### src/rtl/wb_pkg.sv
// Shared types and constants for the writeback writer.
//   XLEN        - integer datapath width
//   REG_ADDR_W  - register-file address width
//   NUM_REGS    - number of architectural integer registers
//   wb_entry_t  - one buffered long-latency result (destination + data)
package wb_pkg;
    localparam int XLEN       = 32;
    localparam int REG_ADDR_W = 5;
    localparam int NUM_REGS   = 32;

    typedef struct packed {
        logic [REG_ADDR_W-1:0] rd;
        logic [XLEN-1:0]       data;
    } wb_entry_t;
endpackage

### src/rtl/wb_fifo.sv
// Small synchronous FIFO holding long-latency results until the register
// file write port is free.
// Ports:
//   clk, rst        - clock, synchronous active-low reset
//   push, push_entry- enqueue request and entry (ignored when full)
//   pop             - dequeue request (ignored when empty)
//   head            - entry at the read pointer (valid when !empty)
//   full, empty     - occupancy flags
//   count           - current occupancy, 0..DEPTH
module wb_fifo
    import wb_pkg::*;
#(
    parameter int DEPTH = 2
) (
    input  logic                     clk,
    input  logic                     rst,
    input  logic                     push,
    input  wb_entry_t                push_entry,
    input  logic                     pop,
    output wb_entry_t                head,
    output logic                     full,
    output logic                     empty,
    output logic [$clog2(DEPTH):0]   count
);
    localparam int AW = $clog2(DEPTH);

    wb_entry_t       mem_q [DEPTH];
    wb_entry_t       mem_d [DEPTH];
    logic [AW-1:0]   wr_ptr_q, wr_ptr_d;
    logic [AW-1:0]   rd_ptr_q, rd_ptr_d;
    logic [AW:0]     count_q, count_d;
    logic            do_push;
    logic            do_pop;

    always_comb begin
        full    = (count_q == (AW+1)'(DEPTH));
        empty   = (count_q == '0);
        count   = count_q;
        head    = mem_q[rd_ptr_q];
        do_push = push & ~full;
        do_pop  = pop & ~empty;

        mem_d = mem_q;
        if (do_push) begin
            mem_d[wr_ptr_q] = push_entry;
        end

        // DEPTH is a power of two, so the pointers wrap by natural overflow.
        wr_ptr_d = do_push ? wr_ptr_q + 1'b1 : wr_ptr_q;
        rd_ptr_d = do_pop  ? rd_ptr_q + 1'b1 : rd_ptr_q;

        case ({do_push, do_pop})
            2'b10:   count_d = count_q + 1'b1;
            2'b01:   count_d = count_q - 1'b1;
            default: count_d = count_q;
        endcase
    end

    // Storage carries no reset; occupancy state alone defines validity.
    always_ff @(posedge clk) begin
        mem_q <= mem_d;
    end

    always_ff @(posedge clk) begin
        if (!rst) begin
            wr_ptr_q <= '0;
            rd_ptr_q <= '0;
            count_q  <= '0;
        end else begin
            wr_ptr_q <= wr_ptr_d;
            rd_ptr_q <= rd_ptr_d;
            count_q  <= count_d;
        end
    end
endmodule

### src/rtl/wb_writer.sv
// Writeback writer: drives the single register-file write port, merging
// single-cycle ALU results with buffered long-latency (load/divide) results,
// and tracks in-flight long-latency destinations for hazard detection.
// Ports:
//   clk, rst                     - clock, synchronous active-low reset
//   alu_valid/alu_rd/alu_data    - ALU result, always accepted, highest priority
//   lsu_valid/lsu_ready/lsu_rd/lsu_data - long-latency result handshake
//   issue_valid/issue_long/issue_rd, rs1, rs2 - instruction at issue
//   hazard                       - issuing instruction touches a pending register
//   rd/write_data/reg_write      - registered register-file write port
//   fifo_count                   - long-latency buffer occupancy
module wb_writer #(
    parameter int XLEN       = 32,
    parameter int FIFO_DEPTH = 2
) (
    input  logic                          clk,
    input  logic                          rst,
    input  logic                          alu_valid,
    input  logic [4:0]                    alu_rd,
    input  logic [XLEN-1:0]               alu_data,
    input  logic                          lsu_valid,
    output logic                          lsu_ready,
    input  logic [4:0]                    lsu_rd,
    input  logic [XLEN-1:0]               lsu_data,
    input  logic                          issue_valid,
    input  logic                          issue_long,
    input  logic [4:0]                    issue_rd,
    input  logic [4:0]                    rs1,
    input  logic [4:0]                    rs2,
    output logic                          hazard,
    output logic [4:0]                    rd,
    output logic [XLEN-1:0]               write_data,
    output logic                          reg_write,
    output logic [$clog2(FIFO_DEPTH):0]   fifo_count
);
    import wb_pkg::*;

    wb_entry_t         push_entry;
    wb_entry_t         fifo_head;
    logic              fifo_push;
    logic              fifo_pop;
    logic              fifo_full;
    logic              fifo_empty;

    logic [4:0]        rd_q, rd_d;
    logic [XLEN-1:0]   write_data_q, write_data_d;
    logic              reg_write_q, reg_write_d;
    logic [NUM_REGS-1:0] pending_q, pending_d;

    wb_fifo #(
        .DEPTH (FIFO_DEPTH)
    ) u_fifo (
        .clk        (clk),
        .rst        (rst),
        .push       (fifo_push),
        .push_entry (push_entry),
        .pop        (fifo_pop),
        .head       (fifo_head),
        .full       (fifo_full),
        .empty      (fifo_empty),
        .count      (fifo_count)
    );

    always_comb begin
        // Readiness deliberately ignores a same-cycle pop to keep the
        // handshake off the ALU arbitration path.
        lsu_ready  = rst & ~fifo_full;
        fifo_push  = lsu_valid & lsu_ready;
        fifo_pop   = ~alu_valid & ~fifo_empty;
        push_entry = '{rd: lsu_rd, data: lsu_data};
    end

    // Write-port arbitration: ALU first, FIFO head only when the ALU is idle.
    always_comb begin
        rd_d         = rd_q;
        write_data_d = write_data_q;
        reg_write_d  = 1'b0;
        if (alu_valid) begin
            rd_d         = alu_rd;
            write_data_d = alu_data;
            reg_write_d  = (alu_rd != 5'd0);
        end else if (!fifo_empty) begin
            rd_d         = fifo_head.rd;
            write_data_d = fifo_head.data;
            reg_write_d  = (fifo_head.rd != 5'd0);
        end
    end

    // Scoreboard: the set is applied after the clear so a same-cycle
    // issue to a retiring register leaves it pending.
    always_comb begin
        pending_d = pending_q;
        if (fifo_pop && fifo_head.rd != 5'd0) begin
            pending_d[fifo_head.rd] = 1'b0;
        end
        if (issue_valid && issue_long && issue_rd != 5'd0) begin
            pending_d[issue_rd] = 1'b1;
        end
        pending_d[0] = 1'b0;
    end

    always_comb begin
        hazard = rst & (((rs1      != 5'd0) & pending_q[rs1]) |
                        ((rs2      != 5'd0) & pending_q[rs2]) |
                        ((issue_rd != 5'd0) & pending_q[issue_rd]));
    end

    always_ff @(posedge clk) begin
        if (!rst) begin
            rd_q         <= '0;
            write_data_q <= '0;
            reg_write_q  <= 1'b0;
            pending_q    <= '0;
        end else begin
            rd_q         <= rd_d;
            write_data_q <= write_data_d;
            reg_write_q  <= reg_write_d;
            pending_q    <= pending_d;
        end
    end

    assign rd         = rd_q;
    assign write_data = write_data_q;
    assign reg_write  = reg_write_q;
endmodule

### config.mk
export PLATFORM = sky130hd
export DESIGN_NAME = wb_writer
export DESIGN_NICKNAME = d
export VERILOG_FILES = /design/src/rtl/wb_pkg.sv /design/src/rtl/wb_fifo.sv /design/src/rtl/wb_writer.sv
export SDC_FILE = /design/constraint.sdc
export NUM_CORES = 1
export LEC_CHECK = 0
export CELL_PAD_IN_SITES_DETAIL_PLACEMENT = 0
export CELL_PAD_IN_SITES_GLOBAL_PLACEMENT = 1
export CORE_MARGIN = 2
export CORE_UTILIZATION = 35
export DETAILED_ROUTE_END_ITERATION = 10
export GPL_ROUTABILITY_DRIVEN = 1
export GPL_TIMING_DRIVEN = 0
export PLACE_DENSITY = 0.7
export SYNTH_ARGS = -nofsm -noshare
export SYNTH_HDL_FRONTEND = slang
export SYNTH_HIERARCHICAL = 1
export SYNTH_SLANG_ARGS = --single-unit
### constraint.sdc
create_clock -name clk -period 8.7 [get_ports clk]
set_input_delay 2.175 -clock clk [delete_from_list [all_inputs] [get_ports clk]]
set_output_delay 2.175 -clock clk [all_outputs]
set_load 0.05 [all_outputs]
; After elaboration in Yosys (flattened, before gate mapping)
; Cells that the tools add are included.
; Widths: inputs -> output; s select.
[op_classes]
mux = 25
reduce_logical = 13
n_addsub = 4
n_lt_le_gt_ge = 9
eq_ne = 4
bitwise = 19
[ops]
columns = cell, count
row1 = $mux 37, 4
row2 = $mux 32, 4
row3 = $bwmux 74, 1
row4 = $demux 37 s1, 1
row5 = $and 32x32->32, 1
row6 = $not 32->32, 1
row7 = $or 32x32->32, 1
row8 = $reduce_bool 5->1, 5
row9 = $lt 5x6->1 const B, 4
row10 = $bmux 1 s5, 3
row11 = $demux 1 s5, 2
row12 = $ge 5x1->1 const B, 2
row13 = $mux 5, 2
row14 = $and 1x1->1, 9
row15 = $mux 1, 7
row16 = $logic_and 1x1->1, 6
row17 = $eq 2x2->1 const B, 2
row18 = $ge 2x2->1 const B, 2
row19 = $not 1->2, 2
row20 = $pmux 2 s2, 1
row21 = $not 1->1, 3
row22 = $add 1x1->1 const B, 2
row23 = $add 2x1->2 const B, 1
row24 = $eq 2x1->1 const B, 1
row25 = other kinds (6), 7
[totals]
input_bits = 95
elab_cells = 86
output_inout_bits = 42
register_bits = 148

; Longest topological paths before layout
; Gate-level depths: netlist of the first run.
[logic_depth]
word_depth = 13
mapped_depth = 9
ltp_nobuf = 9

; By module
; The synthesis of the first run kept the hierarchy.
[modules_own_cells]
columns = module, area_each_um2, cells_per_inst, seq_area_each_um2, instances
row1 = wb_writer, 4076.4, 460, 1381.3, 1
row2 = wb_fifo, 2862.7, 140, 2302.2, 1

; Worst setup path before layout of the first run
; Ideal clock, no wire load.
[synth_path]
kind = input-to-output
from = input rs2[0]
to = output hazard
arrival_ns = 4.121
t_required_ns = 6.525
slack_ns = 2.404
path_buffers = 1
cell_stages = 6
cell_sequence = buf_2 > mux4_2 > inv_1 > a2111oi_0 > or4_1 > o41a_1
[synth_between]
elab_chain_cells = 6
elab_cells_between_ends = 7
classes_between = mux (2) / bitwise (4) / reduce/logical (1)
[synth_rtl]
columns = item, line
row1 = "start, declared", wb_writer.sv:29  ; input logic [4:0] rs2,
row2 = $bmux 1 s5, wb_writer.sv:104  ; ((rs2 != 5'd0) & pending_q[rs2]) |
row3 = $mux 1 (implied by the code), wb_writer.sv:104
row4 = $and 1x1->1 *, wb_writer.sv:104
row5 = $or 1x1->1 *, wb_writer.sv:103  ; hazard = rst & (((rs1 != 5'd0) & pending_q[rs1]) |
row6 = $or 1x1->1 *, wb_writer.sv:104
row7 = $and 1x1->1 *, wb_writer.sv:103
row8 = "end, declared", wb_writer.sv:30  ; output logic hazard,
; Mark *: on every way between the ends. The rest lies on a longest branch, timed or not. The select of a mux whose other input is x is not followed.

; Worst setup path after layout of the first run
[layout_path]
from = input issue_rd[0]
to = output hazard
[layout_between]
elab_chain_cells = 5
elab_cells_between_ends = 6
classes_between = mux (2) / bitwise (3) / reduce/logical (1)
[layout_rtl]
columns = item, line
row1 = "start, declared", wb_writer.sv:27  ; input logic [4:0] issue_rd,
row2 = $bmux 1 s5, wb_writer.sv:105  ; ((issue_rd != 5'd0) & pending_q[issue_rd]));
row3 = $mux 1 (implied by the code), wb_writer.sv:105
row4 = $and 1x1->1 *, wb_writer.sv:105
row5 = $or 1x1->1 *, wb_writer.sv:104
row6 = $and 1x1->1 *, wb_writer.sv:103
; Marked as above.

==> results.md, run 1 <==
* Status: complete, no violations
* Worst Hold Slack at 495 ps
* # DRC at 0
* Postcts setup bufs at 0
* Unrepaired setup endpoints after global routing: no
* Post-CTS Resized at 0
* Worst Min Path Start: u_fifo/wr_ptr_q$_SDFFE_PN0P_
* Worst-Margin Slew at 912 ps
* Peak Freq at between 100 and 150 MHz
* # nets final at about 850
* Row cnt at 51
* H-tree depth at 4
* Static Leak at between 0.003 and 0.004 uW
* Arrival time worst endpoint at approximately 5300 ps
* Placed Area at roughly 0.0086 mm^2
* Final period utilization at 85.6%
* Skew-Pair Late Insertion Delay at about 420 ps
* Worst ir drop on vdd at approximately 0.13 mV
* Cell count after synthesis at 600
* CTS Buf Count at 17
* Mux cell area share after synthesis at ~19%
* Fin crit period at approximately 7500 ps
* Worst R2R Setup Slack at 5770 ps
* R2R cell count at 8
* Synthesized flop and latch total at approximately 150
* Critical Path RT at around 6500 ps
* Hold crit path type: reg -> reg
* Largest net degree at the start of global routing at 38
* Wire length per cell at 18.0 um
* Async set or reset register ratio after synthesis at 0%
* Register area share after synthesis at between 50 and 60%
* Clk sinks at 147
* Crit Reg-Reg Endpoint: pending_q[8]$_SDFF_PN0_
* Top Family by Delay on Critical Path: buffers and inverters
* Slew Viols, Final at 0
* Synth top area share at between 30% and 40%
* Initial antenna violation count at 0
* Most Frequent Cell on Critical Path: clkdlybuf4s50_1
* Syn Area/Cell at around 12 um^2
* RR Startpoint: u_fifo/rd_ptr_q$_SDFFE_PN0P_
* CTS tree: yes
* Post-synth cell types at 54
* Max cap viols at 0
* Buffers & Inverters on Critical Path at 2
* Worst Hold End: u_fifo/wr_ptr_q$_SDFFE_PN0P_
* Clock Skew at 9.39 ps
* Via density at around 5.1
* Post-synth top flop: edfxtp_1
* EDFF count, synth at 74
* IO Pins at approximately 140
* Hpwl dp at between 10000 and 15000 um
* Chip height at 145 um
* Crit start category: input pin
* Overall Power at roughly 1800 uW
* Vias post-DR at about 5200
* Root Buffer: clkbuf_16
* Chip width at roughly 140 um
* Clock buffer depth at 2
* Pwr Density at 194 mW/mm^2
* Register area at 0.00368 mm^2
* Dominant cell type by area after synthesis: edfxtp_1
* Largest family of logic cells by synthesized area: multiplexers
* Drt total wl at about 18000 um
* Initial Utilization at between 30% and 40%
* Layout cells sized above 1 at 13.9%
* Yosys Warn Count at 6
* Worst hold path cell count at 2
* Core footprint at approximately 0.02 mm^2
* Final setup fails at 0
* Simple-gate share of the synthesized area at between 10% and 20%
* Worst path slowest cell: clkdlybuf4s50_1
* Multi-input gate area at approximately 0.0030 mm^2
* Antenna viol nets, final at 0
* FILL cells at 1797
* Synth area leaders: edfxtp_1, dfxtp_1, mux2i_1
* Worst Path Max Fanout at 4
* Vias in the first global route at 5431
* Post-Layout Inst Area at between 0.009 and 0.01 mm^2
* Synthesized cell area at about 0.0069 mm^2
* Synth Area in XOR/XNOR at 0.379%
* Routability cong. at approximately 0.82
* CP Capture Type: output port
* Synthesized-area fraction occupied by adder cells at less than 1%
* CP Class: in -> out
* Final non-filler cell total at 1029
* Fin Setup TNS at 0 ps
* Die area at between 0.02 and 0.025 mm^2
* Final hold vios at 0
* Placed Cells at between 900 and 1000
* Cell chain of the critical path: clkdlybuf4s50_1, mux4_2, a22oi_1, o211ai_1, or4_1, o41a_1, clkdlybuf4s50_1
* First-pass GRT wire length at just under 30000 um
* DR pass1 iterations at 4
* Mapped Nets at about 700
* N_diodes at 0
* Area delta synth->final at 32.5%
* All-Layer GR Usage at 18.3%
* Slowest stage delay, CP at 710 ps
* Clk slew on worst S/H paths at approximately 60 ps
* Initial drt markers at a little over 200
* Total gr overflow at 0
* Compound-Gate Fraction of Synth Area at between 10 and 15%
* Slew HR at between 30 and 40%
* I/O Buffers at between 100 and 150
* Hold_buf cts at 0
[routing by layer]
layer	global-route usage (%)	vias up	wire length (um)
met2	29.8	157	8970
li1	-	2502	-
met4	4.96	0	164
met3	5.96	15	1220
met1	23.3	2549	8140
met5	0	-	0
[worst max path at each step]
stage | depth (start not counted) | slack (ps) | endpoint | startpoint
6_report | 7 | 1250 | hazard | issue_rd[0]
4_1_cts | 7 | 1250 | hazard | issue_rd[0]
3_3_place_gp | 8 | 1240 | hazard | issue_rd[0]
2_1_floorplan | 6 | 2400 | hazard | rs2[0]
5_1_grt | 7 | 1150 | hazard | issue_rd[0]
3_5_place_dp | 7 | 1250 | hazard | issue_rd[0]
[power breakdown]
group / switching [uW] / internal, uW / total [uW]
Combinational: 165 / 131 / 296
Sequential: 14.1 / 760 / 774
Clock: 291 / 423 / 714
[synth_stat cells (3+ instances only)]
| cell type | n |
|---|---|
| inv_1 | 7 |
| clkbuf_1 | 19 |
| clkbuf_8 | 6 |
| and2_1 | 46 |
| or3_1 | 5 |
| mux2_2 | 30 |
| nand2_1 | 68 |
| nor3b_1 | 4 |
| dfxtp_1 | 73 |
| buf_2 | 8 |
| nor3_1 | 3 |
| edfxtp_1 | 74 |
| mux2_1 | 11 |
| nor2b_1 | 3 |
| nand3_1 | 6 |
| a2111oi_0 | 4 |
| nand2b_1 | 4 |
| a21oi_1 | 8 |
| nor2_1 | 12 |
| nand3b_1 | 5 |
| o21ai_0 | 76 |
| a21boi_0 | 23 |
| mux4_2 | 16 |
| a211oi_1 | 7 |
| mux2i_1 | 44 |
| buf_1 | 4 |
[registers in the layout, indices dropped and copies added, names as in the netlist]
signal and count:
rd 5, pending_q 31, u_fifo/wr_ptr_q 1, u_fifo/count 2
u_fifo/mem_q 74, reg_write 1, write_data 32, u_fifo/rd_ptr_q 1
[logic make-up after synthesis]
logic type	Yosys count
adders and majority gates	1
muxes	102
AOI/OAI and AO/OA	129
xor gates and xnor gates	3
DFF	147
and+or+nand+nor	171
buffers and inverters	47
[metrics by stage]
| stage | utilization, % | setup WS, ps |
|---|---|---|
| final | 47.2 | 1250 |
| after global routing | 47.2 | 1150 |
| after detailed placement | 44.2 | 1250 |
| after global placement | 44.1 | 1240 |
| after floorplan | - | 2400 |
| after CTS | 47.2 | 1250 |
[placed cells by master (no fill, tap or decap), types with 3 or more instances in the layout]
cell type          n
a211oi_1           7
a21boi_0          23
nor3b_1            4
clkdlybuf4s50_1  131
nor2_1            12
nand3b_1           5
nand3_1            6
clkbuf_1          19
clkinvlp_4         4
or3_1              5
mux4_2            16
buf_2              8
a21oi_1            8
and2_1            46
dfxtp_1           73
nand2_1           68
inv_6              3
nor2b_1            3
nand2b_1           4
clkinv_4           3
mux2_1            11
clkbuf_16         17
mux2i_1           44
clkbuf_8           6
a2111oi_0          4
nor3_1             3
mux2_2            30
o21ai_0           76
inv_1              6
edfxtp_1          74
buf_1              4
[worst reg2reg max path, cell delays in order (launching register included)]
cell and delay [ps]:
dfxtp_1 330, buf_2 270, buf_2 350, mux2_1 460, or4_1 610, or2_2 370, o21ai_0 200, o31ai_1 90
and2_1 160
[layout make-up]
| class | count | share of cell area [%] |
|---|---|---|
| Tap cell | 265 | 3.61 |
| Timing Repair Buffer | 132 | 14.6 |
| Inverter | 8 | 0.327 |
| Clock inverter | 15 | 1.70 |
| Buffer | 39 | 2.45 |
| Clock buffer | 17 | 4.63 |
| Multi-Input combinational cell | 406 | 32.7 |
| Sequential cell | 147 | 40.1 |
Note: power is estimated with default switching activity, not from simulation.
==> run 2, diff against run 1 <==
--- a/config.mk
+++ b/config.mk
@@ -10,7 +10,7 @@
 export CORE_MARGIN = 2
 export CORE_UTILIZATION = 35
 export DETAILED_ROUTE_END_ITERATION = 10
-export GPL_ROUTABILITY_DRIVEN = 1
+export GPL_ROUTABILITY_DRIVEN = 0
 export GPL_TIMING_DRIVEN = 0
 export PLACE_DENSITY = 0.7
 export SYNTH_ARGS = -nofsm -noshare
==> results of run 2 <==
No change in the layout: final DEF, timing and power equal those of run 1.
